[src/rtl/mem_access_ctrl.sv]
// Memory-access stage controller: accepts one execute-stage instruction at a time,
// runs its data-memory access with an ack timeout, and produces writeback/branch pulses.
module mem_access_ctrl #(
  parameter int unsigned TIMEOUT = 15
) (
  input  logic        clk,
  input  logic        reset_n,
  // Handshake: an instruction transfers on any rising edge where ex_valid & ex_ready;
  // ex_ready depends only on FSM state, so it never combinationally follows ex_valid.
  input  logic        ex_valid,
  output logic        ex_ready,
  input  logic [63:0] ex_alu_result,
  input  logic [63:0] ex_store_data,
  input  logic [63:0] ex_branch_addr,
  input  logic        ex_zero,
  input  logic        ex_b,
  input  logic        ex_bz,
  input  logic        ex_bnz,
  input  logic        ex_mem_read,
  input  logic        ex_mem_write,
  input  logic        ex_mem_to_reg,
  input  logic        ex_reg_write,
  input  logic [4:0]  ex_rd,
  output logic        dmem_req,
  output logic        dmem_we,
  output logic [63:0] dmem_addr,
  output logic [63:0] dmem_wdata,
  input  logic        dmem_ack,
  input  logic [63:0] dmem_rdata,
  output logic        wb_valid,
  output logic        wb_reg_write,
  output logic [4:0]  wb_rd,
  output logic [63:0] wb_data,
  output logic        pc_src,
  output logic [63:0] pc_target,
  output logic        mem_err,
  output logic [1:0]  dbg_state
);

  typedef enum logic [1:0] {IDLE = 2'd0, ACCESS = 2'd1, RESP = 2'd2} state_t;

  state_t      state_q, state_d;
  logic [7:0]  cnt_q;
  logic [63:0] alu_q, sd_q, br_q;
  logic        zero_q, b_q, bz_q, bnz_q, mr_q, mw_q, m2r_q, rw_q;
  logic [4:0]  rd_q;

  logic accept, is_mem, bad_mem, ex_take, lat_take, timeout_hit;

  assign ex_ready    = (state_q == IDLE);
  assign accept      = ex_valid & ex_ready;
  assign is_mem      = ex_mem_read | ex_mem_write;
  assign bad_mem     = is_mem & ((ex_alu_result[2:0] != 3'b000) | (ex_mem_read & ex_mem_write));
  assign ex_take     = ex_b | (ex_bz & ex_zero) | (ex_bnz & ~ex_zero);
  assign lat_take    = b_q | (bz_q & zero_q) | (bnz_q & ~zero_q);
  assign timeout_hit = (cnt_q == 8'(TIMEOUT - 1));

  // The request bus is driven straight from the latched instruction, so it is stable for the whole access.
  assign dmem_addr  = alu_q;
  assign dmem_wdata = sd_q;
  assign dmem_we    = mw_q & ~mr_q;
  assign wb_rd      = rd_q;
  assign pc_target  = br_q;
  assign dbg_state  = state_q;

  always_ff @(posedge clk or negedge reset_n) begin
    if (!reset_n) state_q <= IDLE;
    else          state_q <= state_d;
  end

  always_comb begin
    state_d = state_q;
    unique case (state_q)
      IDLE:    if (accept && is_mem) state_d = bad_mem ? RESP : ACCESS;
      ACCESS:  if (dmem_ack || timeout_hit) state_d = RESP;
      RESP:    state_d = IDLE;
      default: state_d = IDLE;
    endcase
  end

  always_ff @(posedge clk or negedge reset_n) begin
    if (!reset_n) begin
      alu_q  <= '0;
      sd_q   <= '0;
      br_q   <= '0;
      zero_q <= 1'b0;
      b_q    <= 1'b0;
      bz_q   <= 1'b0;
      bnz_q  <= 1'b0;
      mr_q   <= 1'b0;
      mw_q   <= 1'b0;
      m2r_q  <= 1'b0;
      rw_q   <= 1'b0;
      rd_q   <= '0;
    end else if (accept) begin
      alu_q  <= ex_alu_result;
      sd_q   <= ex_store_data;
      br_q   <= ex_branch_addr;
      zero_q <= ex_zero;
      b_q    <= ex_b;
      bz_q   <= ex_bz;
      bnz_q  <= ex_bnz;
      mr_q   <= ex_mem_read;
      mw_q   <= ex_mem_write;
      m2r_q  <= ex_mem_to_reg;
      rw_q   <= ex_reg_write;
      rd_q   <= ex_rd;
    end
  end

  // Writeback and branch pulses are loaded on the edge that enters RESP (or that accepts an
  // ALU op), so they are high for exactly one cycle and never depend combinationally on ex_*.
  always_ff @(posedge clk or negedge reset_n) begin
    if (!reset_n) begin
      dmem_req     <= 1'b0;
      wb_valid     <= 1'b0;
      wb_reg_write <= 1'b0;
      wb_data      <= '0;
      pc_src       <= 1'b0;
      mem_err      <= 1'b0;
      cnt_q        <= '0;
    end else begin
      wb_valid <= 1'b0;
      pc_src   <= 1'b0;
      case (state_q)
        IDLE: begin
          if (accept) begin
            if (!is_mem || bad_mem) begin
              wb_valid     <= 1'b1;
              wb_data      <= ex_alu_result;
              wb_reg_write <= ex_reg_write & ~is_mem;
              pc_src       <= ex_take;
              if (bad_mem) mem_err <= 1'b1;
            end else begin
              dmem_req <= 1'b1;
              cnt_q    <= '0;
            end
          end
        end
        ACCESS: begin
          if (dmem_ack) begin
            dmem_req     <= 1'b0;
            cnt_q        <= '0;
            wb_valid     <= 1'b1;
            wb_data      <= m2r_q ? dmem_rdata : alu_q;
            wb_reg_write <= rw_q & ~mw_q;
            pc_src       <= lat_take;
          end else if (timeout_hit) begin
            dmem_req     <= 1'b0;
            cnt_q        <= '0;
            mem_err      <= 1'b1;
            wb_valid     <= 1'b1;
            wb_data      <= alu_q;
            wb_reg_write <= 1'b0;
            pc_src       <= lat_take;
          end else begin
            cnt_q <= cnt_q + 8'd1;
          end
        end
        default: ;
      endcase
    end
  end

endmodule

[config.mk]
export PLATFORM = sky130hd
export DESIGN_NAME = mem_access_ctrl
export DESIGN_NICKNAME = d
export VERILOG_FILES = /design/src/rtl/mem_access_ctrl.sv
export SDC_FILE = /design/constraint.sdc
export NUM_CORES = 1
export LEC_CHECK = 0
export CAP_MARGIN = 10
export CORE_MARGIN = 8
export CORE_UTILIZATION = 30
export CTS_BUF_LIST = sky130_fd_sc_hd__clkbuf_2 sky130_fd_sc_hd__clkbuf_4 sky130_fd_sc_hd__clkbuf_8
export DETAILED_ROUTE_END_ITERATION = 6
export PLACE_DENSITY = 0.67
export RECOVER_POWER = 50
export SLEW_MARGIN = 15
export SYNTH_ARGS = -nofsm -noshare
export SYNTH_HDL_FRONTEND = slang
export SYNTH_SLANG_ARGS = --single-unit
[constraint.sdc]
create_clock -name clk -period 2.89 [get_ports clk]
set_clock_uncertainty 0.15 [all_clocks]
set_input_delay 0.4335 -clock clk [delete_from_list [all_inputs] [get_ports clk]]
set_output_delay 0.4335 -clock clk [all_outputs]
set_load 0.1 [all_outputs]
==> results of run 1 <==
## final timing paths
path / start / to / depth (start not counted)
max in group asynchronous: reset_n / dmem_addr[1] / 3
setup / recovery: dbg_state[0] / dmem_wdata[8] / 5
hold / removal: ex_branch_addr[21] / pc_target[21] / 3
min in group asynchronous: reset_n / pc_target[1] / 2
hold reg to reg: pc_target[44] / pc_target[44] / 2
setup reg to reg: dbg_state[0] / dmem_wdata[8] / 5
## worst register-to-register path: stages (launching register included)
cell,delay (ns)
dfrtp_1,0.47
nor2_1,0.29
and2_4,0.23
clkbuf_4,0.78
nand2_1,0.32
nand2_1,0.11
## routing by layer
| metal | part of all wire, % | vias to the layer above |
|---|---|---|
| met1 | 40 | 5338 |
| li1 | - | 5257 |
| met3 | 9.9 | 70 |
| met5 | 0.029 | - |
| met2 | 47 | 445 |
| met4 | 2.6 | 2 |
## state kept, by name, indices dropped and copies added, names as in the netlist, 2 cells and up
register and count:
cnt_q 8, dbg_state 2, dmem_addr 64, dmem_wdata 64
pc_target 64, wb_data 64, wb_rd 5
## per-stage QoR
stage | total power, mW | hold WS, ns | setup WS, ns | area (µm²)
6_report | 17.7 | 0.209 | 0.477 | 18800
5_1_grt | 18.4 | 0.170 | 0.268 | 18800
4_1_cts | 17.9 | 0.148 | 0.560 | 18800
3_5_place_dp | 13.9 | 0.277 | 0.167 | 17800
3_3_place_gp | 13.8 | 0.275 | 0.176 | 17800
2_1_floorplan | 11.6 | -0.0121 | 0.0103 | 12400
## cells by family (layout without fill, tap and decap cells)
family / after synthesis / in the layout
other: 0 / 3
multiplexers: 129 / 129
adder cells (fa/ha/maj): 2 / 2
AO/OA/AOI/OAI: 89 / 89
AND/OR/NAND/NOR: 716 / 716
XOR/XNOR: 2 / 2
flip-flops: 284 / 284
buffers and inverters: 80 / 657
## power by group
part | internal, mW | leakage (nW) | switching (mW)
Combinational | 1.91 | 5.83 | 6.64
Clock | 2.22 | 0.552 | 1.66
Sequential | 4.72 | 3.46 | 0.521
## cell usage after synthesis (all sizes together) (2+ instances only)
cell     count  area, µm²
a211o        4       35.0
a211oi       2       15.0
a21oi        2       10.0
a31oi        2       12.5
and2         2       12.5
and3         3       18.8
buf         42        283
clkbuf      35        131
dfrtp      284       7110
ha           2       25.0
inv          3       11.3
mux2        65        878
mux2i       64        641
nand2      686       2570
nand3        2       10.0
nand4        2       12.5
nor2         3       11.3
nor2b        5       31.3
nor3         4       20.0
nor3b        2       15.0
nor4         3       33.8
o21ai       68        340
o2bb2ai      3       32.5
or2          2       12.5
## final cells by class
type | instances | share of cell area [%]
sequential | 284 | 37.9
tap | 532 | 3.55
inverter | 3 | 0.0600
clock inverter | 3 | 0.213
clock buffer | 82 | 5.25
timing repair buffer | 569 | 27.0
antenna | 3 | 0.0400
multi-input combinational | 938 | 26.0
==> impl_metrics.yaml, run 1 <==
outcome:
  run_status: "finished, violations left"
  failed_checks: "max-capacitance violations, max-slew violations"
global_routing:
  grt_max_degree: 97
  top_usage_layer: "met2"
  overflow: 0
  grt_pass1_wl_mm: 67.5
  use_met1_pct: 21.5
  grt_pass1_vias: 11400
  grtUsageMet2_pct: 28.9
  groute.usage.overall_pct: 17.8
  use_met3_pct: 7.12
  grt_antenna_before_repair: 1
floorplan:
  die-height_um: 219
  io_pins: 543
  fp.dieW_um: 219
  placementRows: 74
  dieArea_mm2: 0.0480
  start_util_pct: 30.4
  coreArea_mm2: 0.0407
setup_path:
  end_kind: "register"
  arrival_ns: 2.79
  worstSetupPathType: "register to register"
  reg2reg_slack_ns: 0.48
  crit_fanout: 91
  critical-path-top-delay-family: "simple AND/OR/NAND/NOR gates"
  cp.required_ns: 3.26
  crit_path_top_delay_cell: "clkbuf_4"
  cpPeakStageDelay_ns: 0.78
  cp-start-kind: "register"
  worstPathCellList: "nor2_1 -> and2_4 -> clkbuf_4 -> nand2_1 -> nand2_1"
  cp_common_cell: "nand2_1"
  crit_buf_inv: 1
route:
  num_vias: 11100
  postRouteWirelength_mm: 44.9
  avgRoutedWirePerCell_um: 18.6
  dr.pass1.iters: 5
  drc: 0
  first_iter_violations: 732
  postRouteAntennaNets: 0
  via_per_inst: 4.60
sta:
  fmax_mhz: 414
  hold_violations: 0
  finalSetupViolations: 0
  grt_setup_unrepaired: "no"
  tightest_slew_ns: 1.75
  slew_viol_final: 56
  maxSlewHeadroom_pct: -16.4
  min_period_ns: 2.41
  finalCritPeriodShare_pct: 83.5
  setup_tns_ns: 0
logic_synthesis:
  synthMuxAreaShare_pct: 12.3
  postSynthNetCount: 1577
  synth.ff_latch_count: 284
  synth_seq_area_share_pct: 57.4
  yosys.area_share.xor_xnor_pct: 0.142
  yosysUniqueCellTypes: 44
  syn_area_mm2: 0.0124
  synthFlopType: "dfrtp_1"
  synth-edff-count: 0
  ys_async_sr_fraction_pct: 100
  synthAdderAreaFrac_pct: 0.202
  yosys_warnings: 0
  avgSynthCellArea_um2: 9.50
  netlist_instances: 1302
  synth_top_family_by_area: "simple AND/OR/NAND/NOR gates"
  synth_compound_area_share_pct: 4.15
  synthSimpleGateAreaFrac_pct: 22.4
finish:
  area_growth_pct: 51.7
  fillers: 3895
  final_cell_mix: "684 x nand2_1, 284 x dfrtp_1, 277 x buf_4, 271 x clkdlybuf4s50_1, 68 x o21ai_0"
  fin_util_pct: 46.1
  layout_commonest_cell: "nand2_1"
  multi_input_area_mm2: 0.00488
  regArea_mm2: 0.00711
  drive_gt1_share_pct: 24.1
  final_cells: 2414
  nNetsFinal: 2123
clock_network:
  cts_resized: 0
  clk_latency_ns: 0.59
  cts_setup_buffers: 0
  cts_buffers: 52
  tritoncts_num_sinks: 284
  cts_tree: "yes"
  holdBufCountCts: 1
  cts.path.max_buffers: 3
  htree_levels: 2
  cts_root_buffer: "clkbuf_8"
  clkTransAtPathRegs_ns: 0.06
pwr:
  cellPowerDensity_mw_per_mm2: 942
  power_leakage_nw: 9.85
  peakVddDrop_mv: 0.572
place:
  hpwl_mm: 33.2
  gp_congestion: 0.837
  dp.cells: 2325
  numPortBuffers: 542
worst_hold_path:
  hp-class: "input port to register"
flow_run:
  cap_viol_max_count: 1
Note: power is estimated with default switching activity, not from simulation.
==> run 2: changes to the inputs <==
--- a/config.mk
+++ b/config.mk
@@ -10,7 +10,7 @@
 export CORE_UTILIZATION = 30
 export CTS_BUF_LIST = sky130_fd_sc_hd__clkbuf_2 sky130_fd_sc_hd__clkbuf_4 sky130_fd_sc_hd__clkbuf_8
 export DETAILED_ROUTE_END_ITERATION = 6
-export PLACE_DENSITY = 0.67
+export PLACE_DENSITY = 0.69
 export RECOVER_POWER = 50
 export SLEW_MARGIN = 15
 export SYNTH_ARGS = -nofsm -noshare
==> constraint.sdc (replaced) <==
create_clock -name clk -period 2 [get_ports clk]
set_clock_uncertainty 0.15 [all_clocks]
set_input_delay 0.3 -clock clk [delete_from_list [all_inputs] [get_ports clk]]
set_output_delay 0.3 -clock clk [all_outputs]
set_load 0.1 [all_outputs]
==> impl_metrics.yaml, run 2 (synthesis results as in run 1) <==
outcome:
  run_status: "finished, violations left"
  failed_checks: "negative setup slack"
floorplan:
  dieArea_mm2: 0.0480
  die-height_um: 219
  io_pins: 543
  fp.dieW_um: 219
  start_util_pct: 30.4
  placementRows: 74
  coreArea_mm2: 0.0407
route:
  first_iter_violations: 657
  postRouteWirelength_mm: 45.9
  avgRoutedWirePerCell_um: 18.5
  num_vias: 11300
  postRouteAntennaNets: 0
  via_per_inst: 4.56
  drc: 0
  dr.pass1.iters: 5
setup_path:
  crit_buf_inv: 2
  worstPathCellList: "nor4_4 -> a31oi_2 -> o2bb2ai_4 -> buf_6 -> buf_12 -> mux2_2"
  end_kind: "register"
  cp.required_ns: 2.32
  crit_path_top_delay_cell: "dfrtp_1"
  arrival_ns: 2.41
  worstSetupPathType: "register to register"
  critical-path-top-delay-family: "flip-flops"
  cp-start-kind: "register"
  crit_fanout: 18
  cpPeakStageDelay_ns: 0.40
sta:
  finalCritPeriodShare_pct: 105
  slew_viol_final: 0
  hold_violations: 0
  tightest_slew_ns: 1.32
  maxSlewHeadroom_pct: 12.3
  worst_slack_ns: -0.0913
  fin_hold_ws_ns: 0.0877
  fmax_mhz: 478
  min_period_ns: 2.09
  grt_setup_unrepaired: "yes"
  finalSetupViolations: 57
clock_network:
  tritoncts_num_sinks: 284
  clk_latency_ns: 0.59
  cts.path.max_buffers: 3
  clkTransAtPathRegs_ns: 0.06
  cts_root_buffer: "clkbuf_8"
  cts_buffers: 50
  cts_tree: "yes"
  htree_levels: 2
global_routing:
  groute.usage.overall_pct: 18.3
  overflow: 0
  grt_pass1_vias: 11900
  grt_pass1_wl_mm: 68.8
  grt_max_degree: 81
  grt_antenna_before_repair: 1
finish:
  final_cell_mix: "684 x nand2_1, 285 x buf_4, 282 x dfrtp_1, 271 x clkdlybuf4s50_1, 68 x o21ai_0"
  nNetsFinal: 2187
  drive_gt1_share_pct: 26.8
  area_growth_pct: 61.4
  fin_util_pct: 49.0
  fillers: 3746
  layout_commonest_cell: "nand2_1"
place:
  numPortBuffers: 542
  gp_congestion: 0.871
  hpwl_mm: 34.4
  preCtsSetupSlack_ns: -0.490
pwr:
  comb_power_share_pct: 49.9
  swShare_pct: 49.2
  p_switching_mw: 12.9
  peakVddDrop_mv: 0.814
  power_leakage_nw: 10.4
  p_seq_share_pct: 29.1
  power_mw: 26.2
  p_int_mw: 13.3
  power_frac_clock_pct: 21.0
  cellPowerDensity_mw_per_mm2: 1310
worst_hold_path:
  hp-class: "input port to register"
flow_run:
  cap_viol_max_count: 0
## run 2: cell type report
type	count	area, µm²	share of cell area [%]
inverter	3	11.3	0.0564
antenna	1	2.50	0.0125
clock buffer	77	947	4.74
timing repair buffer	635	6200	31.0
clock inverter	7	62.6	0.313
tap	532	666	3.33
multi-input combinational	938	4960	24.9
sequential	284	7110	35.6
## run 2: worst reg2reg max path, delay by kind of cell (launching register included)
family,cells,cell delay [ns]
flops,1,0.40
buf+inv,2,0.34
simple gates,1,0.33
mux,1,0.37
compound gates,2,0.38
## run 2: final timing paths
check,start,to,slack (ns),cells past startpoint
max,cnt_q[5],wb_data[5],-0.09,6
min,ex_branch_addr[53],pc_target[53],0.09,3
max reg2reg,cnt_q[5],wb_data[5],-0.09,6
min reg2reg,bnz_q,bnz_q,0.32,2
max in group asynchronous,reset_n,pc_target[45],0.16,4
min in group asynchronous,reset_n,dbg_state[1],0.42,2
## run 2: per-stage QoR
stage               TNS, ns  std cells  area (µm²)
floorplan            -86.23       1302       12400
global placement     -33.89       2381       18800
detailed placement   -32.87       2381       18800
CTS                   -3.49       2469       19800
global route          -7.06       2476       20000
finish                -2.76       2477       20000
## run 2: what timing repair did
item	in CTS	in global routing
endpoints found under the setup margin	66	68
pin swaps	2	1
gates resized for setup	4	22
setup buffers	2	4
hold buffers	1	0
gates cloned	1	3
hold endpoints to repair	260	0
## run 2: power by group through the flow
stage / clock [mW] / sequential (mW) / combinational, mW
finish: 5.50 / 7.64 / 13.1
global route: 5.92 / 7.78 / 13.6
CTS: 5.69 / 7.63 / 13.1
detailed placement: 0 / 7.72 / 13.0
global placement: 0 / 7.68 / 12.9
floorplan: 0 / 14.9 / 1.85
## run 2: layer usage
metal  wire, µm  up-vias  GRT usage, %  part of all wire [%]
met1      17600     5355          21.0                    38
met5          0        -             0                     0
met4       1380        0          7.01                   3.0
met3       4620       83          6.72                    10
li1           -     5386             -                     -
met2      22400      468          30.7                    49
==> run 3: changes to the inputs <==
==> constraint.sdc (replaced) <==
create_clock -name clk -period 2 [get_ports clk]
set_clock_uncertainty 0.15 [all_clocks]
set_input_delay 0.4 -clock clk [delete_from_list [all_inputs] [get_ports clk]]
set_output_delay 0.4 -clock clk [all_outputs]
set_load 0.1 [all_outputs]
==> impl_metrics.yaml, run 3 (synthesis results as in run 1) <==
route:
  postRouteAntennaNets: 0
  avgRoutedWirePerCell_um: 20.0
  num_vias: 11500
  postRouteWirelength_mm: 49.4
  via_per_inst: 4.63
  drc: 0
  first_iter_violations: 709
  dr.pass1.iters: 5
pwr:
  peakVddDrop_mv: 0.779
  power_leakage_nw: 11.2
  p_int_mw: 15.0
  swShare_pct: 47.1
  p_seq_share_pct: 28.1
  p_switching_mw: 13.4
  power_frac_clock_pct: 19.6
  cellPowerDensity_mw_per_mm2: 1280
  comb_power_share_pct: 52.4
place:
  numPortBuffers: 542
  hpwl_mm: 36.5
  preCtsSetupSlack_ns: -0.605
  gp_congestion: 0.843
  dp.cells: 2374
global_routing:
  grt_max_degree: 83
  overflow: 0
  grt_antenna_before_repair: 1
  groute.usage.overall_pct: 19.7
  grt_pass1_wl_mm: 73.1
  grt_pass1_vias: 12300
clock_network:
  cts_root_buffer: "clkbuf_8"
  clkTransAtPathRegs_ns: 0.06
  htree_levels: 2
  cts.path.max_buffers: 3
  tritoncts_num_sinks: 284
  cts_buffers: 52
  clk_latency_ns: 0.60
  cts_tree: "yes"
sta:
  slew_viol_final: 0
  tightest_slew_ns: 1.48
  worst_slack_ns: -0.172
  fin_hold_ws_ns: 0.167
  maxSlewHeadroom_pct: 1.63
  finalCritPeriodShare_pct: 109
  min_period_ns: 2.17
  fmax_mhz: 460
  finalSetupViolations: 66
  grt_setup_unrepaired: "yes"
  hold_violations: 0
finish:
  regArea_mm2: 0.00711
  area_growth_pct: 79.5
  nNetsFinal: 2189
  drive_gt1_share_pct: 27.1
  layout_commonest_cell: "nand2_1"
  final_cells: 2476
  fillers: 3459
  multi_input_area_mm2: 0.00500
  final_cell_mix: "684 x nand2_1, 282 x dfrtp_1, 271 x clkdlybuf4s50_1, 221 x buf_12, 90 x clkbuf_4"
setup_path:
  end_kind: "register"
  r2r-start: "cnt_q[5]"
  cp-start-kind: "register"
  cp.required_ns: 2.33
  startpoint: "cnt_q[5]"
  worstSetupPathType: "register to register"
  arrival_ns: 2.50
  crit_fanout: 10
worst_hold_path:
  hp-class: "input port to register"
  hp-start: "ex_mem_to_reg"
floorplan:
  start_util_pct: 30.4
  coreArea_mm2: 0.0407
  dieArea_mm2: 0.0480
  die-height_um: 219
  fp.dieW_um: 219
  io_pins: 543
  placementRows: 74
outcome:
  run_status: "finished, violations left"
  failed_checks: "negative setup slack"
flow_run:
  cap_viol_max_count: 0
-- run 3: changes by cell type in the layout (fill, tap and decap cells not counted), moves of 4 or more --
cell,previous run,this run
buf_16,1,6
buf_4,285,51
buf_12,57,221
clkbuf_1,4,0
mux2_4,58,65
mux2_2,7,0
clkbuf_2,8,4
clkbuf_4,20,90
-- run 3: worst max-delay path, cell delays in order, from the launching register on --
cell       delay, ns
dfrtp_1         0.41
nor4_4          0.39
a31oi_4         0.15
o2bb2ai_4       0.26
buf_12          0.19
buf_16          0.18
mux2_4          0.31
-- run 3: power groups by stage --
| stage | logic, mW | registers, mW | clock network [mW] |
|---|---|---|---|
| global placement | 15.2 | 8.14 | 0 |
| global route | 15.4 | 8.10 | 6.04 |
| floorplan | 1.85 | 14.9 | 0 |
| detailed placement | 15.3 | 8.20 | 0 |
| CTS | 15.5 | 8.11 | 5.76 |
| finish | 14.9 | 7.97 | 5.56 |
-- run 3: metal layers --
| layer | global-route usage (%) | part of all wire [%] | vias up |
|---|---|---|---|
| met5 | 0 | 0.026 | - |
| met4 | 7.05 | 3.3 | 2 |
| met3 | 7.68 | 9.5 | 91 |
| met2 | 33.6 | 49 | 479 |
| met1 | 22.2 | 38 | 5519 |
| li1 | - | - | 5380 |
-- run 3: cell type report --
type                            count  share of cell area (%)
Timing Repair Buffer              635                    37.8
Sequential cell                   284                    32.0
Multi-Input combinational cell    938                    22.5
Clock buffer                       79                    4.36
Tap cell                          532                    3.00
Clock inverter                      4                   0.203
Inverter                            3                  0.0507
Antenna cell                        1                  0.0113
-- run 3: path summary, 6_finish.rpt --
kind	endpoint	slack (ns)	cells after the start
worst max-delay path	wb_data[38]	-0.17	6
worst min-delay path	m2r_q	0.17	3
worst max register to register	wb_data[38]	-0.17	6
worst min register to register	dmem_wdata[51]	0.32	2
max in group asynchronous	dmem_wdata[60]	0.06	3
min in group asynchronous	wb_data[18]	0.56	2
-- run 3: metrics by stage --
| step | area, µm² | setup TNS, ns | total power [mW] | util (%) |
|---|---|---|---|---|
| 2_1_floorplan | 12400 | -86.33 | 16.8 | - |
| 3_5_place_dp | 21600 | -41.91 | 23.5 | 53.0 |
| 3_3_place_gp | 21600 | -39.88 | 23.3 | 53.0 |
| 6_report | 22200 | -8.49 | 28.4 | 54.5 |
| 5_1_grt | 22200 | -21.22 | 29.5 | 54.5 |
| 4_1_cts | 22900 | -8.25 | 29.4 | 56.3 |
-- run 3: repair_timing --
action                                  CTS  global route
hold buffers                              1             0
gates cloned                              5             3
gates resized for setup                  26            18
endpoints found under the setup margin   68            72
setup buffers                             8             2
hold endpoints to repair                274             0
pin swaps                                 3             4
